--- config.mk ---
export PLATFORM = sky130hd
export DESIGN_NAME = coeff_load_ctrl_flat
export DESIGN_NICKNAME = d
export VERILOG_FILES = /design/src/rtl/coeff_load_ctrl_if.sv /design/src/rtl/coeff_load_ctrl.sv /design/src/flat_wrapper.sv
export SDC_FILE = /design/constraint.sdc
export NUM_CORES = 1
export LEC_CHECK = 0
export CAP_MARGIN = 20
export CORE_MARGIN = 5
export CORE_UTILIZATION = 53
export CTS_BUF_LIST = sky130_fd_sc_hd__clkbuf_8
export DETAILED_ROUTE_END_ITERATION = 12
export PLACE_DENSITY_LB_ADDON = 0.3
export SYNTH_ARGS = -nofsm -noshare
export SYNTH_HDL_FRONTEND = slang
export SYNTH_SLANG_ARGS = --single-unit
--- constraint.sdc ---
create_clock -name iClk12M -period 4.63 [get_ports iClk12M]
set_clock_uncertainty 0.05 [all_clocks]
set_input_delay 0.926 -clock iClk12M [delete_from_list [all_inputs] [get_ports iClk12M]]
set_output_delay 0.926 -clock iClk12M [all_outputs]
set_load 0.05 [all_outputs]
--- src/rtl/coeff_load_ctrl_if.sv ---
// Coefficient stream and FIR coefficient-write port of the coefficient loader.
// The slave modport is the loader itself; master is the upstream/FIR side.
interface coeff_load_ctrl_if #(
  parameter int COEFF_WIDTH = 16,
  parameter int ADDR_WIDTH  = 6
);
  logic                   iEnSample600k;
  logic                   iLoadStart;
  logic                   iCoeffValid;
  logic [COEFF_WIDTH-1:0] iCoeffData;
  logic                   oCoeffReady;
  logic                   oCoeffUpdateFlag;
  logic [ADDR_WIDTH-1:0]  oAddrRam;
  logic [COEFF_WIDTH-1:0] oWrDtRam;
  logic                   oWrStrobe;
  logic [ADDR_WIDTH-1:0]  oNumOfCoeff;
  logic                   oBusy;
  logic                   oLoadDone;
  logic                   oLoadErr;

  modport master (
    output iEnSample600k, iLoadStart, iCoeffValid, iCoeffData,
    input  oCoeffReady, oCoeffUpdateFlag, oAddrRam, oWrDtRam, oWrStrobe,
           oNumOfCoeff, oBusy, oLoadDone, oLoadErr
  );

  modport slave (
    input  iEnSample600k, iLoadStart, iCoeffValid, iCoeffData,
    output oCoeffReady, oCoeffUpdateFlag, oAddrRam, oWrDtRam, oWrStrobe,
           oNumOfCoeff, oBusy, oLoadDone, oLoadErr
  );
endinterface

--- src/rtl/coeff_load_ctrl.sv ---
// Loads the 17 unique FIR coefficients from a valid/ready stream into the FIR,
// starting on a sample boundary, with an idle-timeout abort.
//
// state | meaning
// IDLE  | waiting for iLoadStart
// ARM   | load requested, waiting for the next sample strobe
// LOAD  | accepting beats, one FIR write per beat, update flag high
// HOLD  | last write stable for one cycle, flag still high
module coeff_load_ctrl #(
  parameter int NUM_COEFF   = 17,
  parameter int COEFF_WIDTH = 16,
  parameter int ADDR_WIDTH  = 6,
  parameter int TIMEOUT     = 255
) (
  input logic              iClk12M,
  input logic              iRsn,
  coeff_load_ctrl_if.slave bus
);

  typedef enum logic [1:0] {IDLE, ARM, LOAD, HOLD} state_t;

  localparam logic [ADDR_WIDTH-1:0] LAST_K   = ADDR_WIDTH'(NUM_COEFF - 1);
  // Abort on the edge that closes the TIMEOUT-th consecutive idle cycle.
  localparam logic [7:0]            TMO_LAST = 8'(TIMEOUT - 1);

  state_t                 state_q, state_d;
  logic [ADDR_WIDTH-1:0]  k_q, k_d;
  logic [ADDR_WIDTH-1:0]  addr_q, addr_d;
  logic [COEFF_WIDTH-1:0] data_q, data_d;
  logic [7:0]             tmo_q, tmo_d;
  logic                   flag_q, flag_d;
  logic                   strobe_q, strobe_d;
  logic                   done_q, done_d;
  logic                   err_q, err_d;
  logic                   accept;

  assign accept = (state_q == LOAD) && bus.iCoeffValid;

  always_comb begin
    state_d  = state_q;
    k_d      = k_q;
    addr_d   = addr_q;
    data_d   = data_q;
    tmo_d    = tmo_q;
    strobe_d = 1'b0;
    done_d   = 1'b0;
    err_d    = 1'b0;
    case (state_q)
      IDLE: begin
        if (bus.iLoadStart) state_d = ARM;
      end
      ARM: begin
        k_d   = '0;
        tmo_d = '0;
        if (bus.iEnSample600k) state_d = LOAD;
      end
      LOAD: begin
        if (accept) begin
          addr_d   = k_q;
          data_d   = bus.iCoeffData;
          strobe_d = 1'b1;
          k_d      = k_q + 1'b1;
          tmo_d    = '0;
          if (k_q == LAST_K) state_d = HOLD;
        end else if (tmo_q == TMO_LAST) begin
          err_d   = 1'b1;
          state_d = IDLE;
        end else begin
          tmo_d = tmo_q + 8'd1;
        end
      end
      HOLD: begin
        done_d  = 1'b1;
        state_d = IDLE;
      end
      default: state_d = IDLE;
    endcase
    flag_d = (state_d == LOAD) || (state_d == HOLD);
  end

  always_ff @(posedge iClk12M or negedge iRsn) begin
    if (!iRsn) begin
      state_q  <= IDLE;
      k_q      <= '0;
      addr_q   <= '0;
      data_q   <= '0;
      tmo_q    <= '0;
      flag_q   <= 1'b0;
      strobe_q <= 1'b0;
      done_q   <= 1'b0;
      err_q    <= 1'b0;
    end else begin
      state_q  <= state_d;
      k_q      <= k_d;
      addr_q   <= addr_d;
      data_q   <= data_d;
      tmo_q    <= tmo_d;
      flag_q   <= flag_d;
      strobe_q <= strobe_d;
      done_q   <= done_d;
      err_q    <= err_d;
    end
  end

  assign bus.oCoeffReady      = (state_q == LOAD);
  assign bus.oCoeffUpdateFlag = flag_q;
  assign bus.oAddrRam         = addr_q;
  assign bus.oWrDtRam         = data_q;
  assign bus.oWrStrobe        = strobe_q;
  assign bus.oNumOfCoeff      = ADDR_WIDTH'(NUM_COEFF);
  assign bus.oBusy            = (state_q != IDLE);
  assign bus.oLoadDone        = done_q;
  assign bus.oLoadErr         = err_q;

endmodule

--- src/flat_wrapper.sv ---
// flat-port wrapper written by rule: the top's interface ports become plain ports
module coeff_load_ctrl_flat 
#(
  parameter int NUM_COEFF   = 17,
  parameter int COEFF_WIDTH = 16,
  parameter int ADDR_WIDTH  = 6,
  parameter int TIMEOUT     = 255
)
  (iClk12M, iRsn, bus_iEnSample600k, bus_iLoadStart, bus_iCoeffValid, bus_iCoeffData, bus_oCoeffReady, bus_oCoeffUpdateFlag, bus_oAddrRam, bus_oWrDtRam, bus_oWrStrobe, bus_oNumOfCoeff, bus_oBusy, bus_oLoadDone, bus_oLoadErr);
  coeff_load_ctrl_if #(.COEFF_WIDTH(COEFF_WIDTH), .ADDR_WIDTH(ADDR_WIDTH)) bus_i ();
  input logic iClk12M;
  input logic iRsn;
  input wire logic [$bits(bus_i.iEnSample600k)-1:0] bus_iEnSample600k;
  input wire logic [$bits(bus_i.iLoadStart)-1:0] bus_iLoadStart;
  input wire logic [$bits(bus_i.iCoeffValid)-1:0] bus_iCoeffValid;
  input wire logic [$bits(bus_i.iCoeffData)-1:0] bus_iCoeffData;
  output wire logic [$bits(bus_i.oCoeffReady)-1:0] bus_oCoeffReady;
  output wire logic [$bits(bus_i.oCoeffUpdateFlag)-1:0] bus_oCoeffUpdateFlag;
  output wire logic [$bits(bus_i.oAddrRam)-1:0] bus_oAddrRam;
  output wire logic [$bits(bus_i.oWrDtRam)-1:0] bus_oWrDtRam;
  output wire logic [$bits(bus_i.oWrStrobe)-1:0] bus_oWrStrobe;
  output wire logic [$bits(bus_i.oNumOfCoeff)-1:0] bus_oNumOfCoeff;
  output wire logic [$bits(bus_i.oBusy)-1:0] bus_oBusy;
  output wire logic [$bits(bus_i.oLoadDone)-1:0] bus_oLoadDone;
  output wire logic [$bits(bus_i.oLoadErr)-1:0] bus_oLoadErr;
  assign bus_i.iEnSample600k = bus_iEnSample600k;
  assign bus_i.iLoadStart = bus_iLoadStart;
  assign bus_i.iCoeffValid = bus_iCoeffValid;
  assign bus_i.iCoeffData = bus_iCoeffData;
  assign bus_oCoeffReady = bus_i.oCoeffReady;
  assign bus_oCoeffUpdateFlag = bus_i.oCoeffUpdateFlag;
  assign bus_oAddrRam = bus_i.oAddrRam;
  assign bus_oWrDtRam = bus_i.oWrDtRam;
  assign bus_oWrStrobe = bus_i.oWrStrobe;
  assign bus_oNumOfCoeff = bus_i.oNumOfCoeff;
  assign bus_oBusy = bus_i.oBusy;
  assign bus_oLoadDone = bus_i.oLoadDone;
  assign bus_oLoadErr = bus_i.oLoadErr;
  coeff_load_ctrl #(.NUM_COEFF(NUM_COEFF), .COEFF_WIDTH(COEFF_WIDTH), .ADDR_WIDTH(ADDR_WIDTH), .TIMEOUT(TIMEOUT)) u_core (.iClk12M(iClk12M), .iRsn(iRsn), .bus(bus_i));
endmodule
==> metrics.csv <==
stage,metric,value,unit
critical_path,Worst Path Required,3.65,ns
timing,minimum clock period,2.94,ns
finish,nets@finish,284,
timing,unrepaired setup endpoints after global routing,false,
die,die width,71.1,um
clocking,"Clk pin slew, worst setup/hold paths",0.07,ns
critical_path,WS Path Type,reg2out,
critical_path,"Buf+Inv Stages, Crit Path",1,
critical_path,worst r2r src,u_core.state_q[0],
timing,worst rel slew slack,39.1,%
route,Vias per Instance,5.11,
critical_path,CP endpoint kind,primary output,
run_status,status,completed,
pwr,Max VDD drop,440,uV
critical_path,cells along the critical path,and2b_2 -> clkdlybuf4s50_1,
critical_path,CP peak stage delay,0.82,ns
synth,Syn. warnings,0,
timing,Worst Max-Slew Pin Slew,0.913,ns
global_routing,vias in the first global route,1479,
synth,synthesized cell area,1980,um^2
finish,layout cells sized above 1,7.72,%
route,Total Wirelength,4010,um
place,Port Buf Inserts,48,
clocking,CTS sink count,42,
clocking,cts-stage hold buffer count,0,
die,Core ar.,3630,um^2
place,Detailed Place HPWL,2940,um
pwr,Leak,1.24,nW
synth,Yosys top cell area share,53.2,%
finish,n_diodes,0,
synth,Synth Register Bits,42,
critical_path,crit-path leading delay family,buffers and inverters,
finish,"most common cell after layout, fill and taps aside",nand2_1,
clocking,worst-case clock buffer depth,2,
synth,Gate Count Post-Synth,214,
die,die height,71.1,um
synth,sequential area share after synthesis,53.2,%
timing,setup TNS,0,ns
clocking,CTS resizes,0,
critical_path,Worst setup startpoint,u_core.state_q[0],
critical_path,CP Launch Type,flip-flop,
global_routing,largest net degree at the start of global routing,43,
place,pre-CTS setup slack,1.63,ns
synth,Yosys top cell by area,dfrtp_1,
synth,prevailing post-synth register cell,dfrtp_1,
clocking,CTS buffer count,5,
route,DR iter-0 viols,73,
clocking,CTS root buf,clkbuf_8,
global_routing,All-Layer GR Usage,17.3,%
synth,Post-synth EDFFs,0,
global_routing,GR Overflow Total,0,
synth,Synth area leaders,"dfrtp_1 (53%), nand2_1 (12%), nor2_1 (3.2%)",
hold_path,Hold Crit Start,u_core.bus.oWrDtRam[12],
die,Core Rows,22,
timing,setup ws final,1.69,ns
job,# Max-Cap Violations,0,
synth,"Avg Cell Area, Syn",9.24,um^2
route,remaining antenna violation count after routing,0,
pwr,Pwr Density,621,nW/um^2
clocking,CTS tree,yes,
timing,final period utilization,63.4,%
global_routing,first-pass GRT wire length,6910,um
route,Pre-Repair DR Iteration Count,4,
pwr,Power Total,1.56,mW
route,WL/cell,13.1,um
hold_path,min-delay worst type,reg2reg,
clocking,Post CTS Setup Buffer Count,0,
die,Ports,55,
timing,"Hold Vio Cnt, Final",0,
critical_path,crit-path max FO,12,
die,die area,5050,um^2
route,DRC violations left,0,
die,initial core utilization,54.4,%
critical_path,Crit-path slowest cell,clkdlybuf4s50_1,
timing,maximum clock rate,341,MHz
critical_path,Worst EP arrival,1.96,ns
timing,"Slew Viols, Final",0,
finish,P&R area growth vs syn,27.1,%
synth,ys async rst share,100,%
clocking,clk_lat worst skew,0.28,ns
clocking,CTS H-tree lvls,2,
finish,most frequent cells in the layout,"nand2_1 (65), clkdlybuf4s50_1 (47), dfrtp_1 (42)",
route,via count,1569,
place,GPL Wtd Cong,0.750,
timing,Hold WS,0.428,ns
synth,Netlist cell types,37,
global_routing,initial antenna violation count,0,
timing,final count of negative-setup-slack endpoints,0,
[cell usage after synthesis, types with 2 or more instances]
| cell type | count |
|---|---|
| a211o_1 | 2 |
| a21o_2 | 2 |
| a21oi_1 | 5 |
| a22o_1 | 3 |
| and3_1 | 2 |
| buf_2 | 6 |
| buf_4 | 7 |
| conb_1 | 2 |
| dfrtp_1 | 42 |
| ha_1 | 4 |
| inv_1 | 10 |
| nand2_1 | 65 |
| nand3_1 | 8 |
| nand4_1 | 2 |
| nor2_1 | 17 |
| nor3_1 | 3 |
| o211ai_1 | 2 |
| o21ai_0 | 10 |
| o22ai_1 | 3 |
| o2bb2ai_1 | 2 |
[final cells by class]
| cell class | instances | area (um^2) |
|---|---|---|
| well taps | 48 | 60.1 |
| clock buffers | 5 | 68.8 |
| multi-input cells | 151 | 806 |
| inverters | 11 | 41.3 |
| flip-flops and latches | 42 | 1050 |
| clock inverters | 2 | 10.0 |
| repair buffers | 48 | 475 |
| fillers | 296 | 1120 |
[through the flow]
stage,instances,utilization [%],area [um^2]
2_1_floorplan,218,-,1990
3_3_place_gp,300,67.0,2430
3_5_place_dp,300,67.0,2430
4_1_cts,307,69.1,2510
5_1_grt,307,69.1,2510
6_report,307,69.1,2510
[cell families after synthesis]
| kind of cell | Yosys count | share of synthesized area (%) |
|---|---|---|
| and+or+nand+nor | 105 | 23.5 |
| AOI/OAI and AO/OA | 35 | 13.0 |
| muxes | 1 | 0.570 |
| other | 2 | 0.380 |
| adders and majority gates | 4 | 2.53 |
| DFF | 42 | 53.2 |
| buffers and inverters | 25 | 6.84 |
[flip-flops by register name, summed over array words and instances (netlist names)]
name / flops
u_core.tmo_q: 8
u_core.k_q: 6
u_core.bus.oLoadErr: 1
u_core.bus.oCoeffUpdateFlag: 1
u_core.bus.oWrStrobe: 1
u_core.bus.oAddrRam: 6
u_core.state_q: 2
u_core.bus.oLoadDone: 1
u_core.bus.oWrDtRam: 16
[report_power, final]
group	switching (mW)	total, mW	internal [mW]	leakage, nW
Combinational	0.526	0.785	0.258	0.636
Sequential	0.0903	0.562	0.472	0.556
Clock	0.112	0.214	0.101	0.0438
Total	0.729	1.56	0.831	1.24
[metal layers]
metal | global-route usage, % | up-vias | part of all wire [%]
li1 | - | 791 | -
met1 | 23.0 | 726 | 48
met2 | 26.1 | 47 | 43
met3 | 6.53 | 5 | 7.6
met4 | 5.64 | 0 | 1.3
met5 | 0 | - | 0
[worst register-to-register path, delay by kind of cell (launching register included)]
kind,cells,cell delay [ns]
multiplexers,1,0.34
buffers and inverters,1,0.27
flip-flops,1,0.56
AND/OR/NAND/NOR,3,0.87
[path summary, 6_finish.rpt]
| check | endpoint | slack (ns) | cells past startpoint |
|---|---|---|---|
| worst min-delay path | u_core.bus.oWrDtRam[12] | 0.43 | 2 |
| worst min register to register | u_core.bus.oWrDtRam[12] | 0.43 | 2 |
| worst max register to register | u_core.k_q[5] | 2.44 | 5 |
| max in group asynchronous | u_core.bus.oAddrRam[2] | 3.24 | 1 |
| min in group asynchronous | u_core.bus.oWrStrobe | 0.72 | 1 |
| worst max-delay path | bus_oCoeffReady | 1.69 | 2 |
(Power assumes the default switching activity.)
